$ cat config.mk
export PLATFORM = sky130hd
export DESIGN_NAME = data_island_scheduler_flat
export DESIGN_NICKNAME = d
export VERILOG_FILES = /design/src/rtl/data_island_scheduler_pkg.sv /design/src/rtl/data_island_scheduler_if.sv /design/src/rtl/data_island_scheduler_arbiter.sv /design/src/rtl/data_island_scheduler.sv /design/src/flat_wrapper.sv
export SDC_FILE = /design/constraint.sdc
export NUM_CORES = 1
export LEC_CHECK = 0
export CORE_AREA = 3 3 490 492
export CTS_BUF_LIST = sky130_fd_sc_hd__clkbuf_8
export DETAILED_ROUTE_END_ITERATION = 6
export DIE_AREA = 0 0 493 495
export PLACE_DENSITY = 0.36
export SKIP_LAST_GASP = 1
export SYNTH_ARGS = -nofsm -noshare
export SYNTH_HDL_FRONTEND = slang
export SYNTH_SLANG_ARGS = --single-unit
$ cat constraint.sdc
create_clock -name clk_pixel -period 3.4 [get_ports clk_pixel]
set_input_delay 1.02 -clock clk_pixel [delete_from_list [all_inputs] [get_ports clk_pixel]]
set_output_delay 1.02 -clock clk_pixel [all_outputs]
set_load 0.01 [all_outputs]
$ cat src/rtl/data_island_scheduler_pkg.sv
// rtl/data_island_scheduler_pkg.sv - HDMI data island period codes, sequencing lengths and FSM states
package data_island_scheduler_pkg;

    typedef enum logic [1:0] {
        PERIOD_CTRL     = 2'd0,
        PERIOD_PREAMBLE = 2'd1,
        PERIOD_GUARD    = 2'd2,
        PERIOD_DATA     = 2'd3
    } period_e;

    typedef enum logic [2:0] {
        ST_IDLE,
        ST_PREAMBLE,
        ST_LGUARD,
        ST_DATA,
        ST_TGUARD
    } state_e;

    localparam int          PREAMBLE_LEN = 8;
    localparam int          GUARD_LEN    = 2;
    localparam int          PACKET_LEN   = 32;
    localparam logic [23:0] NULL_HEADER  = 24'h0;

    // Packets that fit between island start and the 12 cycles kept free for the video preamble.
    function automatic int calc_n_max(input int frame_width, input int screen_width,
                                      input int di_offset, input int max_packets);
        int avail;
        int n;
        avail = frame_width - screen_width - di_offset
              - (PREAMBLE_LEN + 2 * GUARD_LEN) - 12;
        n = (avail <= 0) ? 0 : avail / PACKET_LEN;
        return (n < max_packets) ? n : max_packets;
    endfunction

endpackage

$ cat src/rtl/data_island_scheduler_if.sv
// rtl/data_island_scheduler_if.sv - packet source request/ack bus between sources and the scheduler
interface data_island_scheduler_if #(
    parameter int NUM_SRC = 4
);
    logic [NUM_SRC-1:0]     src_valid;
    logic [24*NUM_SRC-1:0]  src_header;
    logic [224*NUM_SRC-1:0] src_sub;
    logic [NUM_SRC-1:0]     src_ack;

    modport master (
        output src_valid,
        output src_header,
        output src_sub,
        input  src_ack
    );

    modport slave (
        input  src_valid,
        input  src_header,
        input  src_sub,
        output src_ack
    );
endinterface

$ cat src/rtl/data_island_scheduler_arbiter.sv
// rtl/data_island_scheduler_arbiter.sv - fixed-priority one-hot arbiter, lowest index wins
module priority_arbiter #(
    parameter int N = 4
) (
    input  logic [N-1:0] req,
    output logic [N-1:0] grant
);
    // Two's complement isolates the lowest set bit.
    assign grant = req & (~req + N'(1));
endmodule

$ cat src/rtl/data_island_scheduler.sv
// rtl/data_island_scheduler.sv - sequences one HDMI data island per line and arbitrates packet sources
module data_island_scheduler
    import data_island_scheduler_pkg::*;
#(
    parameter int NUM_SRC      = 4,
    parameter int SCREEN_WIDTH = 1280,
    parameter int FRAME_WIDTH  = 1650,
    parameter int DI_OFFSET    = 4,
    parameter int MAX_PACKETS  = 18
) (
    input  logic                   clk_pixel,
    input  logic                   reset,
    input  logic [11:0]            cx,
    data_island_scheduler_if.slave src,
    output logic [23:0]            header,
    output logic [223:0]           sub,
    output logic                   data_island_period,
    output logic                   asm_reset,
    output logic [1:0]             period
);

    localparam int          N_MAX      = calc_n_max(FRAME_WIDTH, SCREEN_WIDTH, DI_OFFSET, MAX_PACKETS);
    localparam bit          HAS_BUDGET = (N_MAX > 0);
    localparam logic [4:0]  N_MAX_L    = 5'(N_MAX);
    localparam logic [11:0] ISLAND_CX  = 12'(SCREEN_WIDTH + DI_OFFSET);
    localparam logic [4:0]  PRE_LAST   = 5'(PREAMBLE_LEN - 1);
    localparam logic [4:0]  GUARD_LAST = 5'(GUARD_LEN - 1);
    localparam logic [4:0]  PKT_LAST   = 5'(PACKET_LEN - 1);

    state_e         state_q, state_d;
    logic [4:0]     cnt_q, cnt_d;
    logic [4:0]     pkt_cnt_q, pkt_cnt_d;
    logic [23:0]    header_q, header_d;
    logic [223:0]   sub_q, sub_d;

    logic [NUM_SRC-1:0] grant;
    logic [NUM_SRC-1:0] ack;
    logic               any_valid;
    logic [23:0]        sel_header;
    logic [223:0]       sel_sub;
    period_e            period_raw;
    logic               dip_raw;

    priority_arbiter #(.N(NUM_SRC)) u_arbiter (
        .req   (src.src_valid),
        .grant (grant)
    );

    assign any_valid = |src.src_valid;

    always_comb begin
        sel_header = '0;
        sel_sub    = '0;
        for (int i = 0; i < NUM_SRC; i++) begin
            if (grant[i]) begin
                sel_header = sel_header | src.src_header[24*i +: 24];
                sel_sub    = sel_sub    | src.src_sub[224*i +: 224];
            end
        end
    end

    always_comb begin
        state_d    = state_q;
        cnt_d      = cnt_q;
        pkt_cnt_d  = pkt_cnt_q;
        header_d   = header_q;
        sub_d      = sub_q;
        ack        = '0;
        period_raw = PERIOD_CTRL;
        dip_raw    = 1'b0;
        asm_reset  = reset;

        case (state_q)
            ST_IDLE: begin
                cnt_d = '0;
                if (HAS_BUDGET && cx == ISLAND_CX && any_valid) begin
                    state_d = ST_PREAMBLE;
                end
            end
            ST_PREAMBLE: begin
                period_raw = PERIOD_PREAMBLE;
                cnt_d      = cnt_q + 5'd1;
                if (cnt_q == PRE_LAST) begin
                    cnt_d   = '0;
                    state_d = ST_LGUARD;
                end
            end
            ST_LGUARD: begin
                period_raw = PERIOD_GUARD;
                cnt_d      = cnt_q + 5'd1;
                if (cnt_q == GUARD_LAST) begin
                    // Assembler restarts here so its counter aligns with ours at the first data cycle.
                    asm_reset = 1'b1;
                    header_d  = any_valid ? sel_header : NULL_HEADER;
                    sub_d     = any_valid ? sel_sub : '0;
                    ack       = grant;
                    cnt_d     = '0;
                    pkt_cnt_d = '0;
                    state_d   = ST_DATA;
                end
            end
            ST_DATA: begin
                period_raw = PERIOD_DATA;
                dip_raw    = 1'b1;
                cnt_d      = cnt_q + 5'd1;
                if (cnt_q == PKT_LAST) begin
                    pkt_cnt_d = pkt_cnt_q + 5'd1;
                    if ((pkt_cnt_q + 5'd1) < N_MAX_L && any_valid) begin
                        header_d = sel_header;
                        sub_d    = sel_sub;
                        ack      = grant;
                    end else begin
                        cnt_d   = '0;
                        state_d = ST_TGUARD;
                    end
                end
            end
            ST_TGUARD: begin
                period_raw = PERIOD_GUARD;
                cnt_d      = cnt_q + 5'd1;
                if (cnt_q == GUARD_LAST) begin
                    cnt_d   = '0;
                    state_d = ST_IDLE;
                end
            end
            default: begin
                state_d = ST_IDLE;
                cnt_d   = '0;
            end
        endcase
    end

    // Reset silences the channel muxes and acks immediately, even before the state register clears.
    assign src.src_ack         = reset ? '0 : ack;
    assign period              = reset ? 2'(PERIOD_CTRL) : 2'(period_raw);
    assign data_island_period  = reset ? 1'b0 : dip_raw;
    assign header              = header_q;
    assign sub                 = sub_q;

    always_ff @(posedge clk_pixel) begin
        if (reset) begin
            state_q   <= ST_IDLE;
            cnt_q     <= '0;
            pkt_cnt_q <= '0;
            header_q  <= NULL_HEADER;
            sub_q     <= '0;
        end else begin
            state_q   <= state_d;
            cnt_q     <= cnt_d;
            pkt_cnt_q <= pkt_cnt_d;
            header_q  <= header_d;
            sub_q     <= sub_d;
        end
    end

endmodule

$ cat src/flat_wrapper.sv
// flat-port wrapper written by rule: the top's interface ports become plain ports
module data_island_scheduler_flat import data_island_scheduler_pkg::*;
#(
    parameter int NUM_SRC      = 4,
    parameter int SCREEN_WIDTH = 1280,
    parameter int FRAME_WIDTH  = 1650,
    parameter int DI_OFFSET    = 4,
    parameter int MAX_PACKETS  = 18
)
  (clk_pixel, reset, cx, header, sub, data_island_period, asm_reset, period, src_src_valid, src_src_header, src_src_sub, src_src_ack);
  data_island_scheduler_if #(.NUM_SRC(NUM_SRC)) src_i ();
  input  logic clk_pixel;
  input  logic reset;
  input  logic [11:0] cx;
  output logic [23:0] header;
  output logic [223:0] sub;
  output logic data_island_period;
  output logic asm_reset;
  output logic [1:0] period;
  input wire logic [$bits(src_i.src_valid)-1:0] src_src_valid;
  input wire logic [$bits(src_i.src_header)-1:0] src_src_header;
  input wire logic [$bits(src_i.src_sub)-1:0] src_src_sub;
  output wire logic [$bits(src_i.src_ack)-1:0] src_src_ack;
  assign src_i.src_valid = src_src_valid;
  assign src_i.src_header = src_src_header;
  assign src_i.src_sub = src_src_sub;
  assign src_src_ack = src_i.src_ack;
  data_island_scheduler #(.NUM_SRC(NUM_SRC), .SCREEN_WIDTH(SCREEN_WIDTH), .FRAME_WIDTH(FRAME_WIDTH), .DI_OFFSET(DI_OFFSET), .MAX_PACKETS(MAX_PACKETS)) u_core (.clk_pixel(clk_pixel), .reset(reset), .cx(cx), .src(src_i), .header(header), .sub(sub), .data_island_period(data_island_period), .asm_reset(asm_reset), .period(period));
endmodule
==> results of run 1 <==
==> synthesized netlist by cell type (all sizes together), types with 3 or more instances <==
cell    instances
or2             3
a21o          250
mux2          248
nand3b        252
a21oi          11
nor2            9
nand2         753
nor4b           3
clkbuf        217
a31oi         250
nand2b          6
dfxtp         261
ha              4
o21ai           3
nand3           4
buf            37
nor3b           3
nor2b         251
==> per-layer routing <==
| layer | vias to the layer above | part of all wire | global-route usage |
|---|---|---|---|
| met5 | - | 0.0025 | 0 |
| met4 | 68 | 0.018 | 0.02235 |
| met2 | 1052 | 0.46 | 0.2254 |
| met1 | 11540 | 0.41 | 0.1605 |
| met3 | 231 | 0.11 | 0.06195 |
| li1 | 11340 | - | - |
==> worst paths after layout <==
check        depth (start not counted)                  end  slack [ps]                 from
min reg2reg                          1  u_core.pkt_cnt_q[0]         490  u_core.pkt_cnt_q[0]
max reg2reg                          9      u_core.sub[203]         480      u_core.cnt_q[0]
min                                  1  u_core.pkt_cnt_q[0]         490  u_core.pkt_cnt_q[0]
max                                  6       src_src_ack[1]        -230     src_src_valid[3]
==> final cells by class <==
cell class | instances | area, µm²
clock inverters | 33 | 161.4
clock buffers | 77 | 1060
flip-flops and latches | 261 | 5235
inverters | 1 | 3.754
repair buffers | 1380 | 13790
multi-input cells | 2079 | 13160
well taps | 3150 | 3941
fillers | 27130 | 198300
diodes | 11 | 27.53
==> sequential cells by signal, summed over array words and instances, names as in the netlist <==
name / count
u_core.cnt_q: 5
u_core.header: 24
u_core.pkt_cnt_q: 5
u_core.state_q: 3
u_core.sub: 224
==> worst max-delay path, delay by kind of cell <==
kind,cells,cell delay (ps)
AO/OA/AOI/OAI,1,220
buffers and inverters,3,760
AND/OR/NAND/NOR,2,600
==> stage by stage <==
stage          worst slack, ps  instance area (µm²)  std cells
2_1_floorplan           -34.65                19450       2595
3_3_place_gp            -688.5                36100       6871
3_5_place_dp            -679.8                36100       6871
4_1_cts                 -380.4                37340       6981
5_1_grt                 -399.5                37350       6982
6_report                -229.6                37380       6992
==> report_power, final <==
group / leakage [nW] / internal [mW] / switching (mW)
Combinational: 10.8 / 1.71 / 1.37
Sequential: 2.11 / 3.14 / 0.0685
Clock: 0.725 / 2.08 / 1.83
Total: 13.6 / 6.93 / 3.27
==> kinds of logic (layout without fill, tap and decap cells) <==
kind of cell / Yosys count / count (layout) / share of synthesized area
AO/OA/AOI/OAI: 528 / 528 / 0.1877
flip-flops: 261 / 261 / 0.2699
XOR/XNOR: 3 / 3 / 0.001357
other: 0 / 11 / 0
AND/OR/NAND/NOR: 1296 / 1296 / 0.3382
adder cells (fa/ha/maj): 4 / 4 / 0.002585
multiplexers: 248 / 248 / 0.1442
buffers and inverters: 255 / 1491 / 0.05609
==> what timing repair did <==
action	CTS	global route
setup endpoints to repair	7	6
cloned	0	0
pin swaps	3	2
resized for setup	35	4
endpoints found under the hold margin	0	0
==> results.md, run 1 <==
- Hold slack: ~490 ps
- Failing checks: negative setup slack
- Hold Crit Class: flip-flop to flip-flop
- Commonest non-fill, non-tap cell in the layout: clkdlybuf4s50_1
- Worst Slack Setup Final: -229.6 ps
- Crit start category: input port
- Commonest non-fill, non-tap cells in the layout: 1249 x clkdlybuf4s50_1, 752 x nand2_1, 255 x dfxtp_1
- IR drop worst, VDD: between 200 and 250 µV
- Die Footprint: around 240000 µm²
- Synth-to-Final Area Change: 93.04%
- Via density: 3.465
- Final core utilization: 0.1586
- Seq cells post-synth: ~260
- Clock sink count: between 200 and 300
- Leakage power: about 14 nW
- Synthesized Nets: 3609
- Drc violations: 0
- WS Path Type: input port to output pin
- Share of cells above drive strength 1: 0.08222
- Final Slew Violations: 0
- Slowest Stage Delay on Critical Path: approximately 560 ps
- Count of different cell masters after synthesis: 49
- Largest net degree at the start of global routing: around 150
- Post-synth EDFFs: 0
- Routed WL: approximately 170 mm
- Vias in the first global route: between 20k and 25k
- Clock-pin slew on the worst setup and hold paths: ~60 ps
- Cts hold-fix bufs: 0
- Syn Inst Count: roughly 2.6k
- Die Ht: just under 500 µm
- Area leader, netlist: dfxtp_1
- Minimum clock period: about 3600 ps
- Cells along the critical path: clkdlybuf4s50_1, or4_4, a41oi_4, buf_12, nor4b_4, buf_2
- CP required: 2380 ps
- Post-Syn Area: 19360 µm²
- Total power: approximately 10 mW
- Clock Latency Late Sink: approximately 740 ps
- Ys flop type: dfxtp_1
- CP endpoint kind: output pin
- PD cells: 273.0 nW/µm²
- Final Hold Viols: 0
- Synth Warn #: 0
- Crit path max-delay cell type: or4_4
- Core Area: 235600 µm²
- Status: finished, violations left
- Yosys top cell area share: 0.2699
- Via Count: ~24k
- Io pins: between 1k and 1.5k
- Final ANT Viol Nets: 0
- CTS tree: built
- Fraction of registers with async set or reset after synthesis: 0
- GP Congestion: 0.8996
- Max_slew headroom: 0.3112
- Sequential area share after synthesis: 0.2699
- Worst-margin pin slew: 1033 ps
- RSZ-0062 raised after global routing: yes
- DR iter-0 viols: 1488
- Root Buffer: clkbuf_8
- H-Tree Depth: 2
- Nets: 4798
- IO Port Bufs: 1265
- Fmax: between 0.2 and 0.3 GHz
- Antenna violations before repair: ~80
- CTS Buf Count: a little over 60
- Top post-synthesis cells by area: dfxtp_1 27%, nand2_1 15%, mux2_1 10%
- Final setup viols: 4
- CP max FO: 5
- Die X: between 400 and 500 µm
- First-pass GRT wire length: approximately 230 mm
- Routed len/inst: 24.87 µm
- Max Root-Sink Buffers: 3
- Syn_area_per_cell: 7.461 µm²
- Row count: around 180
- Initial Util: 0.08217
- Clock Skew: approximately 31 ps
- Final period utilization: 1.068
- First-pass DRT Iterations: 7
- DPL Wire Length: 144.8 mm
- Gr ovfl total: 0
- Total GRT Usage: 0.1352
- Setup bufs post-CTS: 0
- Max_cap viols: 0
- Setup TNS: -890.7 ps
- Crit path DAT: 2610 ps
Note: power is estimated with default switching activity, not from simulation.
==> inputs of run 2 (changes only) <==
Settings changed: GPL_TIMING_DRIVEN set to 1.
==> results of run 2 <==
The final DEF is identical to that of run 1; final timing and power are the same.
==> inputs of run 3 (changes only) <==
Settings changed: CAP_MARGIN set to 20.
==> results of run 3 <==
The final DEF is identical to that of run 1; final timing and power are the same.
